===== config.mk =====
export PLATFORM = sky130hd
export DESIGN_NAME = pipe_hazard_ctrl
export DESIGN_NICKNAME = d
export VERILOG_FILES = /design/src/rtl/pipe_hazard_ctrl.sv
export SDC_FILE = /design/constraint.sdc
export NUM_CORES = 1
export LEC_CHECK = 0
export CAP_MARGIN = 30
export CORE_MARGIN = 4
export CORE_UTILIZATION = 39
export DETAILED_ROUTE_END_ITERATION = 12
export HOLD_SLACK_MARGIN = 0.03
export PLACE_DENSITY_LB_ADDON = 0.15
export SLEW_MARGIN = 20
export SYNTH_ARGS = -nofsm -noshare
export SYNTH_HDL_FRONTEND = slang
export SYNTH_SLANG_ARGS = --single-unit

===== constraint.sdc =====
create_clock -name clk -period 2.92 [get_ports clk]
set_input_delay 0.438 -clock clk [delete_from_list [all_inputs] [get_ports clk]]
set_output_delay 0.438 -clock clk [all_outputs]
set_load 0.02 [all_outputs]

===== src/rtl/pipe_hazard_ctrl.sv =====
// Load-use hazard control for a 5-stage pipeline: stall/flush generation, registered
// writeback forwarding and HLT drain sequencing. Define HAZ_STALL_CNT_EN to enable oStallCount.
`timescale 1ns/1ps
module pipe_hazard_ctrl (
   input  logic        clk,
   input  logic        rst_n,
   input  logic [3:0]  iIdSr1,
   input  logic [3:0]  iIdSr2,
   input  logic        iIdUsesSr1,
   input  logic        iIdUsesSr2,
   input  logic        iIdHalt,
   input  logic [3:0]  iExDest,
   input  logic        iExWritesReg,
   input  logic [3:0]  iMemDest,
   input  logic        iMemWritesReg,
   input  logic        iBusStall,
   output logic        oStallF,
   output logic        oStallD,
   output logic        oFlushE,
   output logic [1:0]  oForward,
   output logic        oHalted,
   output logic [15:0] oStallCount,
   output logic [1:0]  oState
);

   typedef enum logic [1:0] {RUN = 2'd0, DRAIN = 2'd1, HALTED = 2'd2} stateT;

   stateT      state;
   logic [1:0] drainCnt;
   logic       hazard;
   logic       hazStall;
   logic       notRun;
   logic [1:0] fwdNext;

   // R0 is hard-wired, so a zero destination never produces a dependency.
   assign hazard = ((iIdUsesSr1 && (iIdSr1 == iExDest)) ||
                    (iIdUsesSr2 && (iIdSr2 == iExDest))) &&
                   iExWritesReg && (iExDest != 4'd0);

   assign hazStall = rst_n && !iBusStall && (state == RUN) && hazard;
   assign notRun   = rst_n && (state != RUN);

   assign oStallF = iBusStall || hazStall || notRun;
   assign oStallD = iBusStall || hazStall || notRun;
   assign oFlushE = !iBusStall && (hazStall || notRun);
   assign oState  = state;

   always_comb begin
      fwdNext = 2'b00;
      if (!hazard) begin
         fwdNext[0] = iIdUsesSr1 && iMemWritesReg && (iMemDest != 4'd0) && (iIdSr1 == iMemDest);
         fwdNext[1] = iIdUsesSr2 && iMemWritesReg && (iMemDest != 4'd0) && (iIdSr2 == iMemDest);
      end
   end

   // A bus stall freezes forwarding, FSM state and drain progress together.
   always_ff @(posedge clk or negedge rst_n) begin
      if (!rst_n) begin
         state    <= RUN;
         drainCnt <= 2'd0;
         oForward <= 2'b00;
         oHalted  <= 1'b0;
      end else if (!iBusStall) begin
         oForward <= fwdNext;
         case (state)
            RUN: begin
               if (iIdHalt && !hazard) begin
                  state    <= DRAIN;
                  drainCnt <= 2'd3;
               end
            end
            DRAIN: begin
               if (drainCnt == 2'd1) begin
                  state   <= HALTED;
                  oHalted <= 1'b1;
               end
               drainCnt <= drainCnt - 2'd1;
            end
            HALTED: begin
               oHalted <= 1'b1;
            end
            default: begin
               state    <= RUN;
               drainCnt <= 2'd0;
            end
         endcase
      end
   end

`ifdef HAZ_STALL_CNT_EN
   logic [15:0] stallCnt;

   // Counts only RUN-state hazard bubbles; bus and drain stalls are excluded.
   always_ff @(posedge clk or negedge rst_n) begin
      if (!rst_n)
         stallCnt <= 16'h0000;
      else if (hazStall && (stallCnt != 16'hFFFF))
         stallCnt <= stallCnt + 16'h0001;
   end

   assign oStallCount = stallCnt;
`else
   assign oStallCount = 16'h0000;
`endif

endmodule


==> results of run 1 <==
[routing by layer]
metal | share of wire, % | routed length, um
met4 | 0.66 | 12
met3 | 8.3 | 152
met2 | 48 | 876
met5 | 0 | 0
met1 | 43 | 788
[cells in the mapped netlist]
cell        n
o21ai_0     1
conb_1      1
a22oi_1     1
o21ai_1     1
o31ai_2     2
ha_1        4
nand3_1     4
nor2_1      1
o22a_1      1
nand2b_1    1
nand3_2     1
a21boi_2    1
and3_1      1
clkbuf_1    1
xor2_1      6
nor3_1      3
buf_4      17
a21oi_1     1
a31o_2      1
inv_1       6
dfrtp_1     7
or4_1       1
a21o_2      1
nand4_1     1
nand2_1     8
a2bb2oi_1   3
xnor2_1    10
o41ai_1     1
or2_1       1
[logic make-up after synthesis]
group / count (synthesis)
other: 1
and+or+nand+nor: 22
AOI/OAI and AO/OA: 14
xor gates and xnor gates: 16
buffers and inverters: 24
DFF: 7
adders and majority gates: 4
[worst max-delay path, cell delays in order]
cell	delay, ns
clkdlybuf4s50_1	0.54
xnor2_1	0.14
nand3_1	0.09
o22a_1	0.22
or2_1	0.23
nand2_1	0.09
and3_1	0.15
dlygate4sd2_1	0.33
[through the flow]
stage	utilization [%]	power (W)	setup slack (ns)	hold WS (ns)	cell area [sq um]
floorplan	-	0.000364	0.960	0.142	811
global placement	59.8	0.000458	0.0146	0.461	1070
detailed placement	59.8	0.000467	-0.0298	0.467	1070
CTS	61.1	0.000553	0.232	0.483	1090
global route	61.1	0.000603	0.143	0.509	1090
finish	61.1	0.000547	0.252	0.473	1090
[flip-flops by register name, indices dropped and copies added, names as in the netlist]
signal,cells
drainCnt,2
oForward,2
oState,2
oHalted,1
[timing repair]
action,4_1_cts,5_1_grt
endpoints found under the setup margin,3,0
setup buffers,0,0
gates resized for setup,3,0
endpoints found under the hold margin,0,0
[power by group through the flow]
| stage | Clock [W] | Combinational [W] | Sequential, W |
|---|---|---|---|
| 2_1_floorplan | 0 | 0.000205 | 0.000159 |
| 3_3_place_gp | 0 | 0.000312 | 0.000147 |
| 3_5_place_dp | 0 | 0.000319 | 0.000148 |
| 4_1_cts | 0.0000895 | 0.000317 | 0.000147 |
| 5_1_grt | 0.0000986 | 0.000354 | 0.000150 |
| 6_report | 0.0000878 | 0.000314 | 0.000146 |
[worst min-delay path by stage]
stage                         from                 endpoint
2_1_floorplan                rst_n  drainCnt[0]$_DFFE_PN0P_
3_5_place_dp   oHalted$_DFFE_PN0P_      oHalted$_DFFE_PN0P_
5_1_grt        oHalted$_DFFE_PN0P_      oHalted$_DFFE_PN0P_
3_3_place_gp   oHalted$_DFFE_PN0P_      oHalted$_DFFE_PN0P_
6_report       oHalted$_DFFE_PN0P_      oHalted$_DFFE_PN0P_
4_1_cts        oHalted$_DFFE_PN0P_      oHalted$_DFFE_PN0P_
[area by class of cell]
type	count	area [sq um]
clock buffer	4	26.3
fill	165	694
inverter	6	22.5
multi-input combinational	72	482
sequential	7	175
tap	25	31.3
timing repair buffer	37	352
==> run metrics, run 1 <==
status=complete, no violations; clk_lat worst skew=between 0.2 and 0.3 ns; Yosys reg bits=7; Net Sw Power=0.000224 W; placed cell count=147; Clock Tree Root=clkbuf_4; CP Data Arrival Time=2.23 ns; WL/cell=12.1 um; Die W=slightly above 50 um; worst hold path depth=1; initial antenna violation count=0; Antenna diodes=0; Clk pwr share=between 10% and 20%; nets@finish=155; H-tree depth=1; crit path launch=iExDest[0]; cell internal pwr=approximately 0.00032 W; net switching fraction of the power=~40%; Final Non-Filler Cells=151; largest net degree at the start of global routing=9; Period Utilization, post-route=about 90%; Worst Clk Skew=0.00856 ns; DRT iter0 DRCs=7; Initial Util=between 40 and 50%; Min-Delay Path Class=reg2reg; mux contribution to synthesized area=0%; CTS tree=built; RSZ-0062 raised after global routing=no; routing usage on met2=between 20% and 30%; input/output buffers=31; Final ANT Viol Nets=0; HPWL after DPL=1630 um; DRC viols=0; met1 global-route usage=18.5%; Vias=683; leakage power=a little under 0.5 nW; number of global-route vias before repair=731; peak supply drop=0.499 mV; Setup crit end=oFlushE; Syn. warnings=0; setup slack, reg-to-reg=~1.5 ns; core area=1780 sq um; final hold violation count=0; floorplan row count=15; Cell variety after synth=29; crit-path max FO=3; chip height=just over 50 um; Worst-path clk slew=0.05 ns; sequential element share of the synthesized area=23.2%; Post-Syn Area=754 sq um; post-synthesis xor/xnor area fraction=18.6%; worst reg2reg endpoint=drainCnt[1]$_DFFE_PN0P_; Ports=48; setup TNS=0 ns; top cells by area, synth=dfrtp_1 (23%), buf_4 (17%), xnor2_1 (12%), xor2_1 (7.0%), ha_1 (6.6%); Slew Viols, Final=0; P per Cell Area=503 nW/um^2; area delta synth->final=44.3%; max cap viols=0; crit end category=output pin; clock buffer depth=2; CP required=2.48 ns; clock sinks=7; first-pass GRT wire length=3070 um; Synth Area in Compound Gates=15.9%; GR Util All Layers=around 15%; 1st-pass router iterations=4; Routed WL=1830 um; syn_area_per_cell=8.57 sq um; Comb power frac=57.3%; Final min period=approximately 2.7 ns; startpoint type of the worst setup path=input pin; main combinational cell family by area after synthesis=buffers and inverters; Post-Synth Simple-Gate Area=14.8%; critical path type=in2out; commonest non-fill, non-tap cells in the layout=clkdlybuf4s50_1 (28), conb_1 (16), xnor2_1 (10), nand2_1 (8), dfrtp_1 (7); CTS buffer count=3; vias per cell=4.52; Placer Congestion=about 0.74; Post-CTS Hold Buffers=0; Die ar.=around 2700 sq um; commonest non-fill, non-tap cell in the layout=clkdlybuf4s50_1; gr busiest metal=met2; final setup fails=0; Flop pwr share=26.6%; layout cell share with drive strength beyond 1=11.9%; worst r2r path cells=5; Yosys top cell by area=dfrtp_1; global route total overflow=0; fmax=375 MHz; RR Startpoint=oState[0]$_DFFE_PN0P_; fraction of the mapped netlist area in adder cells=6.63%; Post-Syn Instances=88; met3 Use GR=under 10%; post-synth top area share=23.2%
Power figures use the tool's default switching activity.
==> inputs of run 2 (changes only) <==
--- a/config.mk
+++ b/config.mk
@@ -9,6 +9,7 @@
 export CORE_MARGIN = 4
 export CORE_UTILIZATION = 39
 export DETAILED_ROUTE_END_ITERATION = 12
+export GPL_TIMING_DRIVEN = 1
 export HOLD_SLACK_MARGIN = 0.03
 export PLACE_DENSITY_LB_ADDON = 0.15
 export SLEW_MARGIN = 20
==> results of run 2 <==
Same layout as run 1: the final DEF is identical, and so are final timing and power.
==> inputs of run 3 (changes only) <==
--- a/config.mk
+++ b/config.mk
@@ -6,7 +6,7 @@
 export NUM_CORES = 1
 export LEC_CHECK = 0
 export CAP_MARGIN = 30
-export CORE_MARGIN = 4
+export CORE_MARGIN = 3
 export CORE_UTILIZATION = 39
 export DETAILED_ROUTE_END_ITERATION = 12
 export GPL_TIMING_DRIVEN = 1
==> run 3 against run 2 <==
  * Wire length is 4.2% lower
  * Global-route usage up 0.96 points
  * Die area fell by 7.5%
  * Critical path depth unchanged
  * Final area up 0.69%
  * Non-clock buffer count unchanged
  * First-iteration DRC count up 14%
  * Via count fell by 0.88%
  * Sequential share of layout area is 0.11 points lower
  * Register-to-register slack better by 0.02 ns
  * Clock power is 3.8% lower
  * Count of clock-buffer cells in the layout stayed put
  * Critical path type unchanged
  * Critical endpoint unchanged
  * Largest power group unchanged
==> run metrics, run 3 (synthesis gave the netlist of run 1 again) <==
HPWL after DPL=1560 um (-3.8%); crit-path max FO=3 (unchanged); GR Util All Layers=16.0% (+0.96 points); floorplan row count=15 (unchanged); status=complete, no violations; Slew Viols, Final=0 (unchanged); DRT iter0 DRCs=8 (+1); Min-Delay Path Class=reg2reg; Period Utilization, post-route=90.6% (-0.75 points); Final ANT Viol Nets=0 (unchanged); max cap viols=0 (unchanged); Final min period=2.65 ns (-0.0220 ns); Initial Util=42.3% (unchanged); global route total overflow=0 (unchanged); Die ar.=2500 sq um (-7.5%); Vias=677 (-0.88%); area delta synth->final=45.3%; commonest non-fill, non-tap cell in the layout=clkdlybuf4s50_1; FF/Latch Area=175 sq um (unchanged); leakage power=0.497 nW (+2.5%); Crit path largest cell delay=0.54 ns (about the same); critical path type=in2out; nets@finish=155 (unchanged); clock sinks=7 (unchanged); Routed WL=1750 um (-4.2%); Multi-input gate area=482 sq um (unchanged); number of global-route vias before repair=669 (-8.5%); H-tree depth=1 (unchanged); layout cell share with drive strength beyond 1=11.9% (unchanged); Crit-path slowest cell=clkdlybuf4s50_1; Clock Tree Root=clkbuf_4; commonest non-fill, non-tap cells in the layout=clkdlybuf4s50_1 (28), conb_1 (16), xnor2_1 (10), nand2_1 (8), dfrtp_1 (7); Final Non-Filler Cells=151 (unchanged); Placer Congestion=0.773 (+4.4%); worst path cell trace=clkdlybuf4s50_1 > xnor2_1 > nand3_1 > o22a_1 > or2_1 > nand2_1 > and3_1 > dlygate4sd2_1; RSZ-0062 raised after global routing=no; WL/cell=11.6 um (-4.2%); core area=1780 sq um (unchanged); Post-CTS Hold Buffers=0 (unchanged); fmax=378 MHz (+0.83%); startpoint type of the worst setup path=input pin; Ports=48 (unchanged); peak supply drop=0.449 mV (-10%); Worst Clk Skew=0.00370 ns (-0.00486 ns); placed cell count=147 (unchanged); CP required=2.48 ns (about the same); Worst-path clk slew=0.05 ns (about the same); input/output buffers=31 (unchanged); PostCTS Resize Cnt=1 (-2); CTS buffer count=3 (unchanged); P per Cell Area=495 nW/um^2 (-1.6%); crit path launch=iExDest[0]; Final Cell Area=1100 sq um (+0.69%); setup repair bufs after CTS=0 (unchanged); final setup fails=0 (unchanged); Die W=50.0 um (-3.8%); initial antenna violation count=0 (unchanged); CTS tree=built; first-pass GRT wire length=3080 um (+0.23%); DRC viols=0 (unchanged); CP Data Arrival Time=2.21 ns (-0.02 ns); placed standard-cell area=1070 sq um (unchanged); clk_lat worst skew=0.25 ns (about the same); chip height=50.0 um (-3.8%); largest net degree at the start of global routing=9 (unchanged); final hold violation count=0 (unchanged); vias per cell=4.48 (-0.88%); crit end category=output pin; hold path start=oHalted$_DFFE_PN0P_; Antenna diodes=0 (unchanged); 1st-pass router iterations=4 (unchanged); RR Startpoint=oState[0]$_DFFE_PN0P_; clock buffer depth=2 (unchanged); FILL cells=161 (-2.4%)
==> run 3: cell count changes in the layout (fill, tap and decap cells not counted), sizes merged <==
cell and delta:
dlymetal6s2s +2, dlygate4sd2 -2
==> run 3: where the power goes <==
group | internal [W] | leakage [nW] | switching (W)
sequential | 0.000125 | 0.0848 | 0.0000223
combinational | 0.000148 | 0.397 | 0.000162
clock | 0.0000519 | 0.0150 | 0.0000325
total | 0.000325 | 0.497 | 0.000217
==> run 3: path summary, 6_finish.rpt <==
check / to / slack (ns) / depth (start not counted)
worst max-delay path: oFlushE / 0.27 / 8
worst min-delay path: oHalted$_DFFE_PN0P_ / 0.47 / 1
worst max register to register: drainCnt[0]$_DFFE_PN0P_ / 1.56 / 5
worst min register to register: oHalted$_DFFE_PN0P_ / 0.47 / 1
max in group asynchronous: oForward[0]$_DFFE_PN0N_ / 2.22 / 2
min in group asynchronous: drainCnt[1]$_DFFE_PN0P_ / 0.58 / 2
==> run 3: layer usage <==
layer  GRT usage [%]  up-vias  part of all wire [%]
met5               0        -                     0
met4            3.23        0                   1.1
met3            7.85        2                   8.1
met2            25.0       29                    49
met1            19.8      304                    42
li1                -      342                     -
==> run 3: critical path, delay by kind of cell <==
kind	cells	cell delay (ns)
buf+inv	2	0.87
simple gates	4	0.56
xor+xnor	1	0.13
compound gates	1	0.22
==> run 3: cell type report <==
cell class	instances	share of cell area [%]
timing repair buffer	37	32.8
multi-input combinational	72	43.9
inverter	6	2.05
sequential	7	16.0
clock buffer	4	2.40
tap	25	2.85
==> run 3: metrics by stage <==
stage          setup WS [ns]  util (%)  total power, W  TNS, ns  hold WS (ns)
5_1_grt                0.132      61.5        0.000598        0         0.499
3_3_place_gp         0.00914      59.8        0.000459        0         0.463
6_report               0.274      61.5        0.000542        0         0.469
2_1_floorplan          0.960         -        0.000364        0         0.142
3_5_place_dp         -0.0147      59.8        0.000462  -0.0147         0.460
4_1_cts              0.00929      61.2        0.000549        0         0.477
